$ cat config.mk
export PLATFORM = sky130hd
export DESIGN_NAME = video_timing_ctrl
export DESIGN_NICKNAME = d
export VERILOG_FILES = /design/src/rtl/video_timing_ctrl.sv
export SDC_FILE = /design/constraint.sdc
export NUM_CORES = 1
export LEC_CHECK = 0
export CAP_MARGIN = 0
export CORE_MARGIN = 8
export CORE_UTILIZATION = 50
export DETAILED_ROUTE_END_ITERATION = 8
export GPL_ROUTABILITY_DRIVEN = 0
export PLACE_DENSITY = 0.85
export SYNTH_ARGS = -nofsm -noshare
export SYNTH_HDL_FRONTEND = slang
export SYNTH_SLANG_ARGS = --single-unit
$ cat constraint.sdc
create_clock -name clk -period 3.7 [get_ports clk]
set_clock_uncertainty 0.2 [all_clocks]
set_input_delay 0.74 -clock clk [delete_from_list [all_inputs] [get_ports clk]]
set_output_delay 0.74 -clock clk [all_outputs]
set_load 0.05 [all_outputs]
$ cat src/rtl/video_timing_ctrl.sv
// ----------------------------------------------------------------------------
// video_timing_ctrl
//
// Raster timing controller for the video pattern datapath. Two nested phase
// FSMs walk the horizontal (pixel) and vertical (line) raster through active,
// front porch, sync and back porch. The controller drives pixel coordinates
// to the pattern generator and sync/active qualifiers to the display stage.
// The FSMs hold the position that will be presented on the next enabled
// cycle. All outputs are registered and show that position one cycle after
// the enabled cycle.
//
// Ports:
//   clk          in   pixel clock
//   rst_n        in   synchronous active-low reset
//   pixel_en     in   advance one pixel this cycle
//   x            out  pixel column, 0 outside the visible area
//   y            out  pixel row, 0 outside the visible area
//   active       out  x/y address a visible pixel
//   hsync        out  horizontal sync, SYNC_ACTIVE_LEVEL while asserted
//   vsync        out  vertical sync, SYNC_ACTIVE_LEVEL while asserted
//   frame_start  out  one-cycle pulse with pixel (0,0); present only when
//                     VIDEO_TIMING_CTRL_FRAME_START_EN is defined
//
// Optional feature macro: VIDEO_TIMING_CTRL_FRAME_START_EN
//
// Horizontal FSM (pixels)         Vertical FSM (lines)
//   state    | meaning              state    | meaning
//   H_ACTIVE | visible pixels       V_ACTIVE | visible lines
//   H_FRONT  | front porch          V_FRONT  | front porch
//   H_SYNC   | hsync pulse          V_SYNC   | vsync pulse
//   H_BACK   | back porch           V_BACK   | back porch
// ----------------------------------------------------------------------------
module video_timing_ctrl #(
    parameter int HOR_ACTIVE_PIXELS = 640,
    parameter int HOR_FRONT_PORCH   = 16,
    parameter int HOR_SYNC          = 96,
    parameter int HOR_BACK_PORCH    = 48,
    parameter int VER_ACTIVE_PIXELS = 480,
    parameter int VER_FRONT_PORCH   = 10,
    parameter int VER_SYNC          = 2,
    parameter int VER_BACK_PORCH    = 33,
    parameter bit SYNC_ACTIVE_LEVEL = 1'b0,
    localparam int X_WIDTH = $clog2(HOR_ACTIVE_PIXELS),
    localparam int Y_WIDTH = $clog2(VER_ACTIVE_PIXELS)
) (
    input  logic               clk,
    input  logic               rst_n,
    input  logic               pixel_en,
    output logic [X_WIDTH-1:0] x,
    output logic [Y_WIDTH-1:0] y,
    output logic               active,
    output logic               hsync,
`ifdef VIDEO_TIMING_CTRL_FRAME_START_EN
    output logic               vsync,
    output logic               frame_start
`else
    output logic               vsync
`endif
);

    function automatic int max4(input int a, input int b, input int c, input int d);
        int m;
        m = a;
        if (b > m) m = b;
        if (c > m) m = c;
        if (d > m) m = d;
        return m;
    endfunction

    localparam int H_MAX   = max4(HOR_ACTIVE_PIXELS, HOR_FRONT_PORCH, HOR_SYNC, HOR_BACK_PORCH);
    localparam int V_MAX   = max4(VER_ACTIVE_PIXELS, VER_FRONT_PORCH, VER_SYNC, VER_BACK_PORCH);
    localparam int H_CNT_W = $clog2(H_MAX);
    localparam int V_CNT_W = $clog2(V_MAX);

    if (HOR_ACTIVE_PIXELS < 2 || VER_ACTIVE_PIXELS < 2 ||
        HOR_FRONT_PORCH < 1 || HOR_SYNC < 1 || HOR_BACK_PORCH < 1 ||
        VER_FRONT_PORCH < 1 || VER_SYNC < 1 || VER_BACK_PORCH < 1) begin : g_bad_params
        $error("video_timing_ctrl: active lengths must be >= 2 and porch/sync lengths >= 1");
    end

    typedef enum logic [1:0] {H_ACTIVE, H_FRONT, H_SYNC, H_BACK} h_state_e;
    typedef enum logic [1:0] {V_ACTIVE, V_FRONT, V_SYNC, V_BACK} v_state_e;

    h_state_e           h_state_q, h_state_d;
    v_state_e           v_state_q, v_state_d;
    logic [H_CNT_W-1:0] h_cnt_q, h_cnt_d;
    logic [V_CNT_W-1:0] v_cnt_q, v_cnt_d;

    logic [X_WIDTH-1:0] x_q, x_d;
    logic [Y_WIDTH-1:0] y_q, y_d;
    logic               active_q, active_d;
    logic               hsync_q, hsync_d;
    logic               vsync_q, vsync_d;
    logic               frame_start_q, frame_start_d;

    logic [H_CNT_W-1:0] h_last_cnt;
    logic [V_CNT_W-1:0] v_last_cnt;
    logic               h_last;
    logic               v_last;
    logic               line_end;

    // ------------------------------------------------------------------
    // State and output registers
    // ------------------------------------------------------------------
    always_ff @(posedge clk) begin
        if (!rst_n) begin
            h_state_q     <= H_ACTIVE;
            v_state_q     <= V_ACTIVE;
            h_cnt_q       <= '0;
            v_cnt_q       <= '0;
            x_q           <= '0;
            y_q           <= '0;
            active_q      <= 1'b0;
            hsync_q       <= ~SYNC_ACTIVE_LEVEL;
            vsync_q       <= ~SYNC_ACTIVE_LEVEL;
            frame_start_q <= 1'b0;
        end else begin
            h_state_q     <= h_state_d;
            v_state_q     <= v_state_d;
            h_cnt_q       <= h_cnt_d;
            v_cnt_q       <= v_cnt_d;
            x_q           <= x_d;
            y_q           <= y_d;
            active_q      <= active_d;
            hsync_q       <= hsync_d;
            vsync_q       <= vsync_d;
            frame_start_q <= frame_start_d;
        end
    end

    // ------------------------------------------------------------------
    // Next-state logic
    // ------------------------------------------------------------------
    always_comb begin
        h_last_cnt = '0;
        case (h_state_q)
            H_ACTIVE: h_last_cnt = H_CNT_W'(HOR_ACTIVE_PIXELS - 1);
            H_FRONT:  h_last_cnt = H_CNT_W'(HOR_FRONT_PORCH - 1);
            H_SYNC:   h_last_cnt = H_CNT_W'(HOR_SYNC - 1);
            H_BACK:   h_last_cnt = H_CNT_W'(HOR_BACK_PORCH - 1);
            default:  h_last_cnt = '0;
        endcase

        v_last_cnt = '0;
        case (v_state_q)
            V_ACTIVE: v_last_cnt = V_CNT_W'(VER_ACTIVE_PIXELS - 1);
            V_FRONT:  v_last_cnt = V_CNT_W'(VER_FRONT_PORCH - 1);
            V_SYNC:   v_last_cnt = V_CNT_W'(VER_SYNC - 1);
            V_BACK:   v_last_cnt = V_CNT_W'(VER_BACK_PORCH - 1);
            default:  v_last_cnt = '0;
        endcase

        h_last   = (h_cnt_q == h_last_cnt);
        v_last   = (v_cnt_q == v_last_cnt);
        // The vertical FSM only moves on the enabled cycle that closes a line.
        line_end = pixel_en && (h_state_q == H_BACK) && h_last;

        h_state_d = h_state_q;
        h_cnt_d   = h_cnt_q;
        if (pixel_en) begin
            if (h_last) begin
                h_cnt_d = '0;
                case (h_state_q)
                    H_ACTIVE: h_state_d = H_FRONT;
                    H_FRONT:  h_state_d = H_SYNC;
                    H_SYNC:   h_state_d = H_BACK;
                    H_BACK:   h_state_d = H_ACTIVE;
                    default:  h_state_d = H_ACTIVE;
                endcase
            end else begin
                h_cnt_d = h_cnt_q + 1'b1;
            end
        end

        v_state_d = v_state_q;
        v_cnt_d   = v_cnt_q;
        if (line_end) begin
            if (v_last) begin
                v_cnt_d = '0;
                case (v_state_q)
                    V_ACTIVE: v_state_d = V_FRONT;
                    V_FRONT:  v_state_d = V_SYNC;
                    V_SYNC:   v_state_d = V_BACK;
                    V_BACK:   v_state_d = V_ACTIVE;
                    default:  v_state_d = V_ACTIVE;
                endcase
            end else begin
                v_cnt_d = v_cnt_q + 1'b1;
            end
        end
    end

    // ------------------------------------------------------------------
    // Output logic: decode the position being consumed this cycle; the
    // registers hold their value while pixel_en is low.
    // ------------------------------------------------------------------
    always_comb begin
        x_d           = x_q;
        y_d           = y_q;
        active_d      = active_q;
        hsync_d       = hsync_q;
        vsync_d       = vsync_q;
        frame_start_d = 1'b0;
        if (pixel_en) begin
            active_d = (h_state_q == H_ACTIVE) && (v_state_q == V_ACTIVE);
            // Counters never exceed the active length while in the active
            // phase, so the narrowing casts lose nothing when they are used.
            x_d      = active_d ? X_WIDTH'(h_cnt_q) : '0;
            y_d      = active_d ? Y_WIDTH'(v_cnt_q) : '0;
            hsync_d  = (h_state_q == H_SYNC) ? SYNC_ACTIVE_LEVEL : ~SYNC_ACTIVE_LEVEL;
            vsync_d  = (v_state_q == V_SYNC) ? SYNC_ACTIVE_LEVEL : ~SYNC_ACTIVE_LEVEL;
            frame_start_d = active_d && (h_cnt_q == '0) && (v_cnt_q == '0);
        end
    end

    assign x      = x_q;
    assign y      = y_q;
    assign active = active_q;
    assign hsync  = hsync_q;
    assign vsync  = vsync_q;

`ifdef VIDEO_TIMING_CTRL_FRAME_START_EN
    assign frame_start = frame_start_q;
`else
    // Feature disabled: the pulse register has no load and is trimmed.
    logic unused_frame_start;
    assign unused_frame_start = frame_start_q;
`endif

endmodule

==> metrics, run 1 <==
Finished Core Util=61.59%; DRT antenna net count=0; row cnt=23; final setup TNS=0 ns; DP Area=2347 sq um; Max-slew headroom=34.87%; Total GRT Usage=14.56%; crit start category=input pin; share of cells above drive strength 1=6.299%; antenna diode count=0; die area=6494 sq um; largest net degree at the start of global routing=32; period utilization=78.46%; status=completed; Crit Path Max Fanout=16; Avg Cell Area, Syn=8.801 sq um; maximum root-to-sink buffer count=2; top cells by area, synth=dfxtp_1 43%, a22oi_1 6.8%, nor2_1 6.8%; Reg2Reg Launch Point=h_cnt_q[0]; CTS Root Cell=clkbuf_8; number of global-route vias before repair=1,595; Place WS=0.4977 ns; Area Growth Syn to Fin=18.12%; Syn Inst Count=237; slew of the pin with the lowest slew margin=0.9759 ns; Arr. time, crit path=2.92 ns; GRT overflow=0; sequential area share after synthesis=43.19%; WS Path Type=input pin to flop; FILL cells=348; final net count=267; origin of the worst setup path=pixel_en; I/O pin count=25; Clock Sink Count=45; f_max=344.5 MHz; Final min period=2.903 ns; Final Hold Vio Count=0; Die W=80.59 microns; drt first pass iters=4; post-synth top area share=43.19%; leakage power=0.9162 nW; EDFF count, synth=0; worst setup slack after layout=0.7970 ns; synthesized area=2086 sq um; max_cap viols=0; DR iter-0 viols=71; Routed WL=4.307 mm; RSZ-0062 raised after global routing=no; R2R depth=6; crit path capture type=flop; FF-to-FF End=v_cnt_q[5]; reg2reg setup slack=1.07 ns; chip height=80.59 microns; total CTS buffers=5; Pwr Total=0.9821 mW; CTS H-tree lvls=2; clk_lat worst skew=0.30 ns; Req. time, crit path=3.72 ns; Netlist cell types=37; #FFs+latches synth=45; area leader, netlist=dfxtp_1; Post-CTS Hold Buffers=0; Top FF cell, synth=dfxtp_1; post-route cell area=2464 sq um; initial antenna violation count=0; total number of yosys warnings=0; Worst-path clk slew=0.08 ns; detailed placement HPWL=3.029 mm; postcts setup bufs=0; CTS tree=yes; drt drc=0; Post-synth ARST share=0%; routed vias=1,704; net count after synthesis=251; Critical Path End=v_cnt_q[5]; Via-to-Cell Ratio=5.605; PwrDens=398.7 nW/um^2; I/O Buffers=24; CTS resizes=0; Core Box Area=4000 sq um; top-count cell post-synth=dfxtp_1; Starting Density=52.14%; Peak supply drop=0.1580 mV; first-pass GRT wire length=7.534 mm; Final Max Tran Viols=0; final setup violation count=0; DR WL/cell=14.17 microns; commonest cells in the netlist=45 x dfxtp_1, 38 x nor2_1, 20 x nand2_1; Worst Hold Class=flop to flop
through the flow:
stage                     hold slack [ns]  std cells
final                              0.2917        304
after global routing               0.3281        304
after CTS                          0.2933        304
after detailed placement           0.2664        296
after global placement             0.2625        296
after floorplan                    0.2861        237
logic make-up (layout without fill, tap and decap cells):
| group | Yosys count | in the layout | synth area share [%] |
|---|---|---|---|
| buffers and inverters | 27 | 44 | 4.979 |
| multiplexers | 2 | 2 | 0.9598 |
| AO/OA/AOI/OAI | 49 | 49 | 17.46 |
| flip-flops | 45 | 45 | 43.19 |
| AND/OR/NAND/NOR | 90 | 90 | 21.36 |
| adder cells (fa/ha/maj) | 11 | 11 | 6.599 |
| XOR/XNOR | 13 | 13 | 5.459 |
layer usage:
metal | track usage [%] | routed length (microns) | vias to the layer above | part of all wire [%]
met2 | 23.02 | 2055 | 36 | 48
met1 | 17.70 | 1935 | 801 | 45
met4 | 8.727 | 95 | 0 | 2.2
met5 | 0 | 0 | - | 0
met3 | 3.013 | 220 | 8 | 5.1
li1 | - | - | 859 | -
layout by cell type, fill, tap and decap left out, drive strengths merged, types with 2 or more instances in the layout:
master         count
or2                2
dfxtp             45
nand3b             2
ha                11
nor4               3
clkdlybuf4s50     24
inv                9
a2bb2oi            6
xor2               6
nor2              38
a22oi             19
o21a               2
mux2i              2
o21ai              4
nand3              4
or4                4
buf                3
nand2b             3
clkbuf             7
nand2             20
a21oi             11
xnor2              7
and3               2
nor3               2
nand4              6
or3                2
report_power, final:
part	internal, mW	switching [mW]
registers	0.499	0.0192
logic	0.0314	0.0500
clock network	0.220	0.163
registers in the layout, summed over array words and instances (netlist names):
name / cells
active: 1
h_cnt_q: 10
y: 9
v_cnt_q: 9
x: 10
hsync: 1
v_state_q: 2
h_state_q: 2
vsync: 1
how the worst min path moves through the flow:
stage | slack, ns | start | to | cells after the start
2_1_floorplan | 0.29 | v_cnt_q[1] | v_cnt_q[1] | 2
3_3_place_gp | 0.26 | vsync | vsync | 2
3_5_place_dp | 0.27 | vsync | vsync | 2
4_1_cts | 0.29 | vsync | vsync | 2
5_1_grt | 0.33 | hsync | hsync | 2
6_report | 0.29 | vsync | vsync | 2
area by class of cell:
class                   count  area (sq um)  area share [%]
multi-input cells         165          1087           44.13
flip-flops and latches     45         900.9           36.57
repair buffers             27         262.8           10.67
clock buffers               7         86.33           3.504
well taps                  50         62.56           2.539
inverters                   9         33.78           1.371
clock inverters             1         30.03           1.219
critical path: stages:
cell,delay (ns)
clkdlybuf4s50_1,0.51
nand4_4,0.13
a2111oi_4,0.40
nand4_2,0.38
or4_1,0.61
a21oi_1,0.15
(Power assumes the default switching activity.)
==> inputs of run 2 (changes only) <==
clock period = 2.8 ns   (was 3.7 ns; I/O delays follow)
==> run 2 against run 1 <==
Combinational power increased by 35%. Largest cell class unchanged. Global-route usage increased by 0.38 points. Design area increased by 2.4%. Hold slack got worse by 0.0012 ns. Clock power increased by 31%. Register-to-register slack got worse by 0.77 ns. Via count increased by 2.1%. Flip-flop and latch count unchanged. First-iteration DRC count increased by 140%. Sequential share of layout area decreased by 0.87 points. Total power increased by 32%. Utilization increased by 1.5 points.
==> metrics, run 2 (same netlist as run 1, synthesis figures left out) <==
status=completed; maximum root-to-sink buffer count=2 (unchanged); row cnt=23 (unchanged); commonest cells after routing, fill and taps aside=45 x dfxtp_1, 38 x nor2_1, 24 x clkdlybuf4s50_1; PwrDens=513.7 nW/um^2 (+29%); FILL cells=334 (-4.0%); CP Buf/Inv Count=2 (+1); CP peak stage delay=0.51 ns (-0.10 ns); Via-to-Cell Ratio=5.574 (-0.56%); Routed WL=4.439 mm (+3.1%); routed vias=1,739 (+2.1%); number of global-route vias before repair=1,633 (+2.4%); drt first pass iters=4 (unchanged); WS Path Type=input pin to flop; Starting Density=52.14% (unchanged); I/O Buffers=24 (unchanged); DRT antenna net count=0 (unchanged); Crit Path Max Fanout=11 (-5); Max-slew headroom=60.44% (+26 points); detailed placement HPWL=3.146 mm (+3.9%); Worst Hold Class=flop to flop; initial antenna violation count=0 (unchanged); period utilization=93.11%; CTS resizes=0 (unchanged); largest net degree at the start of global routing=21 (-34%); critical path cell sequence=clkdlybuf4s50_1 > nand4_4 > a2111oi_4 > nand4_2 > buf_4 > or3_1 > a21oi_1; Post-CTS Hold Buffers=0 (unchanged); share of cells above drive strength 1=9.160% (+2.9 points); antenna diode count=0 (unchanged); Final min period=2.607 ns; chip height=80.59 microns (unchanged); worst setup slack after layout=0.1928 ns (-0.6041 ns); crit path capture type=flop; commonest non-fill, non-tap cell in the layout=dfxtp_1; die area=6494 sq um (unchanged); RSZ-0062 raised after global routing=no; CTS Root Cell=clkbuf_8; Final Max Tran Viols=0 (unchanged); GRT overflow=0 (unchanged); DR WL/cell=14.23 microns (+0.42%); CTS H-tree lvls=2 (unchanged); Core Box Area=4000 sq um (unchanged); crit start category=input pin; postcts setup bufs=0 (unchanged); Final Hold Vio Count=0 (unchanged); CTS tree=yes; DR iter-0 viols=172 (+140%); Die W=80.59 microns (unchanged); f_max=383.6 MHz; final setup violation count=0 (unchanged); max_cap viols=0 (unchanged); leakage power=0.9521 nW (+3.9%); Area Growth Syn to Fin=21.00%; Peak supply drop=0.3635 mV (+130%); Worst-path clk slew=0.08 ns (about the same); Total GRT Usage=14.94% (+0.38 points); Clock Sink Count=45 (unchanged); final net count=275 (+3.0%); total CTS buffers=5 (unchanged); slew of the pin with the lowest slew margin=0.5927 ns (-0.3832 ns); drt drc=0 (unchanged); Pwr Total=1.296 mW (+32%); Place WS=-0.07050 ns (-0.5682 ns); Req. time, crit path=2.83 ns (-0.89 ns); Top delay family on crit path=buffers and inverters; I/O pin count=25 (unchanged); clk_lat worst skew=0.29 ns (about the same); first-pass GRT wire length=7.762 mm (+3.0%); Arr. time, crit path=2.63 ns (-0.29 ns); area of the multi-input gates=1087 sq um (unchanged); FF+latch area=900.9 sq um (unchanged); Slowest cell on crit path=clkdlybuf4s50_1
-- run 2: changes by cell type in the layout (fill, tap and decap cells not counted), sizes merged --
cell,delta
buf,+8
-- run 2: area by class of cell --
class                      count  share of cell area, %
clock buffer                   7                  3.421
clock inverter                 1                  1.190
inverter                       9                  1.339
multi-input combinational    165                  43.08
sequential                    45                  35.70
tap                           50                  2.479
timing repair buffer          35                  12.79
-- run 2: power breakdown --
part           internal [mW]  total [mW]  leakage [nW]  switching [mW]
registers              0.659       0.685         0.365          0.0260
clock network          0.291       0.501        0.0585           0.210
logic                 0.0433       0.110         0.529          0.0672
total                  0.993        1.30         0.952           0.303
-- run 2: final timing paths --
| check | from | slack (ns) | cells past startpoint | to |
|---|---|---|---|---|
| min reg2reg | hsync | 0.29 | 2 | hsync |
| max reg2reg | h_cnt_q[0] | 0.30 | 7 | v_cnt_q[0] |
| min | hsync | 0.29 | 2 | hsync |
| max | pixel_en | 0.19 | 7 | v_cnt_q[0] |
-- run 2: worst reg2reg max path, stage by stage (launching register included) --
cell	delay (ns)
dfxtp_1	0.40
ha_1	0.25
nand4_4	0.13
a2111oi_4	0.41
nand4_2	0.31
buf_4	0.26
or3_1	0.34
a21oi_1	0.14
-- run 2: layer usage --
layer  GRT usage, %  vias up  part of all wire (%)
met2          23.66       49                    47
met4          6.364        0                   1.2
met3          3.683        5                   6.1
met1          18.70      814                    46
li1               -      871                     -
met5              0        -                     0
-- run 2: stage by stage --
| step | setup TNS, ns | hold WS [ns] | util (%) | cells | cell area, sq um |
|---|---|---|---|---|---|
| 6_report | 0 | 0.2905 | 63.09 | 312 | 2524 |
| 5_1_grt | 0 | 0.3253 | 63.09 | 312 | 2524 |
| 4_1_cts | 0 | 0.2901 | 63.09 | 312 | 2524 |
| 3_5_place_dp | -0.3044 | 0.2631 | 60.18 | 304 | 2407 |
| 3_3_place_gp | -0.09337 | 0.2707 | 60.18 | 304 | 2407 |
| 2_1_floorplan | 0 | 0.2861 | - | 237 | 2086 |
==> inputs of run 3 (changes only) <==
CORE_MARGIN = 3   (was 8)
==> run 3 against run 2 <==
Clock power is 15% lower. Setup slack improved by 0.018 ns. Register-to-register slack is essentially flat. Combinational power is essentially flat. Utilization is 2.3 points higher. Final cell count down 0.64%. Total power down 5.5%. Wire length shrank 0.54%. Die area shrank 23%.
==> metrics, run 3 (same netlist as run 1, synthesis figures left out) <==
antenna diode count=0 (unchanged); Die W=70.59 microns (-12%); postcts setup bufs=0 (unchanged); max_cap viols=0 (unchanged); DRT antenna net count=0 (unchanged); commonest non-fill, non-tap cell in the layout=dfxtp_1; CTS H-tree lvls=2 (unchanged); Area Growth Syn to Fin=19.92%; period utilization=92.47% (-0.64 points); crit path capture type=flop; Final Max Tran Viols=0 (unchanged); top sig layer=met4; chip height=70.59 microns (-12%); final setup violation count=0 (unchanged); drt first pass iters=5 (+1); detailed placement HPWL=3.190 mm (+1.4%); Peak supply drop=0.2915 mV (-20%); Total GRT Usage=18.12% (+3.2 points); total CTS buffers=5 (unchanged); final net count=275 (unchanged); Via-to-Cell Ratio=5.574 (about the same); Req. time, crit path=2.84 ns (about the same); Arr. time, crit path=2.63 ns (about the same); Reg2Reg Launch Point=h_cnt_q[0]; PwrDens=489.6 nW/um^2 (-4.7%); f_max=386.2 MHz (+0.70%); slew of the pin with the lowest slew margin=0.6165 ns (+0.02381 ns); share of cells above drive strength 1=9.542% (+0.38 points); DR iter-0 viols=95 (-45%); Post-CTS Hold Buffers=0 (unchanged); CTS Root Cell=clkbuf_8; largest net degree at the start of global routing=21 (unchanged); initial antenna violation count=0 (unchanged); final setup TNS=0 ns (unchanged); commonest cells after routing, fill and taps aside=45 x dfxtp_1, 38 x nor2_1, 24 x clkdlybuf4s50_1; WHS=0.2926 ns (+0.002094 ns); CTS resizes=0 (unchanged); origin of the worst setup path=pixel_en; GRT overflow=0 (unchanged); status=completed; drt drc=0 (unchanged); I/O Buffers=24 (unchanged); WS Path Type=input pin to flop; Routed WL=4.415 mm (-0.54%); row cnt=22 (-4.3%); first-pass GRT wire length=7.272 mm (-6.3%); Crit Path Max Fanout=10 (-1); Hold Startpoint=hsync; CTS tree=yes; clk_lat worst skew=0.31 ns (+0.02 ns); Core Box Area=3826 sq um (-4.3%); Starting Density=54.51% (+2.4 points); Worst Hold Class=flop to flop; routed vias=1,728 (-0.63%); WL met1=2.092 mm (+2.4%); Max-slew headroom=58.85% (-1.6 points); Final Hold Vio Count=0 (unchanged); Clock Sink Count=45 (unchanged); I/O pin count=25 (unchanged); maximum root-to-sink buffer count=2 (unchanged); DR WL met3=208 microns (-24%); DR WL/cell=14.24 microns (+0.10%); Final min period=2.589 ns (-0.01805 ns); wire length on met2=2.024 mm (-2.2%); reg2reg setup slack=0.31 ns (about the same); number of global-route vias before repair=1,564 (-4.2%); crit start category=input pin; leakage power=0.9461 nW (-0.63%); RSZ-0062 raised after global routing=no; Worst-path clk slew=0.09 ns (about the same); die area=4982 sq um (-23%)
run 3: final timing paths:
| kind | to | cells after the start |
|---|---|---|
| worst min-delay path | hsync | 2 |
| worst max-delay path | v_cnt_q[0] | 7 |
| worst min register to register | hsync | 2 |
| worst max register to register | v_cnt_q[0] | 7 |
run 3: per-stage QoR:
step	total power, mW	instance area (sq um)	worst slack [ns]	util [%]	cells
after floorplan	0.7752	2086	0.5785	-	237
after global placement	0.8073	2405	-0.02000	62.85	302
after detailed placement	0.8123	2405	-0.09318	62.85	302
after CTS	1.230	2501	0.2351	65.37	310
after global routing	1.271	2501	0.09534	65.37	310
final	1.224	2501	0.2109	65.37	310
run 3: metal layers:
layer / vias to the layer above / track usage, %
li1: 873 / -
met1: 802 / 25.07
met4: 0 / 8.142
met2: 45 / 27.23
met3: 8 / 3.835
met5: - / 0
run 3: critical path, stage by stage:
cell and delay (ns):
clkdlybuf4s50_1 0.52, nand4_4 0.11, a2111oi_4 0.39, nand4_2 0.30
buf_4 0.25, or3_1 0.34, a21oi_1 0.16
run 3: cell type report:
type                       instances  area [sq um]
sequential                        45         900.9
clock inverter                     2         13.76
tap                               48         60.06
multi-input combinational        165          1087
fill                             320          1325
clock buffer                       6         82.58
inverter                           9         33.78
timing repair buffer              35         322.8
run 3: report_power, final:
part	internal, mW	switching (mW)
Clock	0.200	0.227
Sequential	0.659	0.0258
Combinational	0.0453	0.0678
==> edit, RTL diff (settings of run 2) <==
Build with the macro `VIDEO_TIMING_CTRL_FRAME_START_EN` defined.
--- a/src/rtl/video_timing_ctrl.sv
+++ b/src/rtl/video_timing_ctrl.sv
@@ -31,4 +31,6 @@
 //   H_BACK   | back porch           V_BACK   | back porch
 // ----------------------------------------------------------------------------
+`define VIDEO_TIMING_CTRL_FRAME_START_EN
+
 module video_timing_ctrl #(
     parameter int HOR_ACTIVE_PIXELS = 640,
Check against the original RTL (old outputs only; new: frame_start): equivalent (Yosys induction, for registers that start in step).
==> edit against run 2 <==
Sequential power shrank 3%; maximum frequency up 6.4%; sequential cell count is 1 higher; design area up 0.35%; synthesized area up 1.7%; power decreased by 5.2%; critical path type is now reg -> reg; setup slack better by 160 ps; routed wire length up 0.99%; final cell count is the same.
==> edit: results <==
metrics = {
    "synthesis": {
        "synthesis.nets": 252,
        "ys_seq_area_frac": 0.434,
        "synth-main-ff-cell": "dfxtp_1",
        "synthTopCellsByArea": "dfxtp_1, ha_1, nor2_1",
        "netlist-cell-type-count": 37,
        "synth_commonest_cells": "dfxtp_1, nor2_1, a22oi_1, nand2_1, ha_1",
        "async_flop_share": 0,
        "postSynthAreaPerCell_um2": 9.03,
    },
    "place": {
        "portBuffers": 25,
        "dpl-instance-area_mm2": 0.00242,
        "place_inst": 304,
        "place_hpwl_um": 3290,
        "dp_slack_ps": 248,
    },
    "worst_setup_path": {
        "cp_top_family": "simple AND/OR/NAND/NOR gates",
        "slowest_delay_ps": 500,
        "crit_fanout": 5,
        "crit_arrival_ps": 2480,
        "crit_slowest_cell": "or4_1",
    },
    "global_routing": {
        "grt_util_all_layers": 0.147,
        "grt_pass1_wl_um": 7650,
        "grtUsageMet1": 0.176,
        "grt_pass1_vias": 1659,
        "grt_util_met2": 0.245,
        "grt_max_degree": 21,
        "met3_usage": 0.0419,
    },
    "cells_and_area": {
        "drive_above_1_share": 0.0840,
        "diodes": 0,
        "finalNonFillerCells": 312,
        "nets": 278,
    },
    "cts": {
        "cts-buffers-inserted": 5,
        "post_cts_resized": 0,
        "post_cts_buffers": 0,
        "htree_levels": 2,
        "clockBufferDepth": 2,
    },
    "route": {
        "vias_per_cell": 5.51,
        "wirelength_um": 4480,
        "dr_wl_met3_um": 303,
        "drt-met1-wl_um": 1960,
        "met2_length_um": 2150,
        "drt_iter0_drc": 127,
        "drtPass1Iterations": 4,
    },
    "timing": {
        "max_slew_margin": 0.602,
    },
    "pwr": {
        "p_leak_nw": 0.989,
        "ir_drop_uv": 436,
    },
    "status": {
        "status": "finished clean",
    },
    "hold_path": {
        "min_path_type": "reg -> reg",
    },
}
## edit: cell count changes after synthesis, moves of 3 or more
cell,run 2,this run
nor3_1,2,5
a21oi_1,11,4
nor2_1,38,46
nand2_1,20,15
a2bb2oi_1,6,0
nand4_1,4,10
xor2_1,6,13
clkbuf_1,15,9
or4_1,4,1
ha_1,11,14
## edit: worst min-delay path, stage by stage, from the launching register on
cell	delay, ps
dfxtp_1	330
o21ai_0	70
nand2_1	60
## edit: where the power goes
part           total (mW)  internal, mW  switching [mW]
Clock               0.496         0.267           0.228
Sequential          0.666         0.660         0.00602
Combinational      0.0673        0.0219          0.0454
Total                1.23         0.950           0.280
## edit: path summary, 6_finish.rpt
| check | from | to | slack [ps] | cells past startpoint |
|---|---|---|---|---|
| setup / recovery | h_state_q[0]$_SDFFE_PN0P_ | v_cnt_q[8]$_SDFFE_PN0P_ | 350 | 8 |
| hold / removal | vsync$_SDFFE_PN1P_ | vsync$_SDFFE_PN1P_ | 290 | 2 |
| setup reg to reg | h_state_q[0]$_SDFFE_PN0P_ | v_cnt_q[8]$_SDFFE_PN0P_ | 350 | 8 |
| hold reg to reg | vsync$_SDFFE_PN1P_ | vsync$_SDFFE_PN1P_ | 290 | 2 |
## edit: area by class of cell
type	count	area, µm²
clock buffer	5	68.8
clock inverter	3	43.8
fill	341	1530
inverter	11	41.3
multi-input combinational	166	1100
sequential	46	921
tap	50	62.6
timing repair buffer	31	295
## edit: cell families after synthesis
kind of cell,Yosys count,synth area share
AND/OR/NAND/NOR,98,0.232
flip-flops,46,0.434
AO/OA/AOI/OAI,33,0.115
buffers and inverters,23,0.0478
XOR/XNOR,18,0.0743
adder cells (fa/ha/maj),14,0.0825
multiplexers,3,0.0142
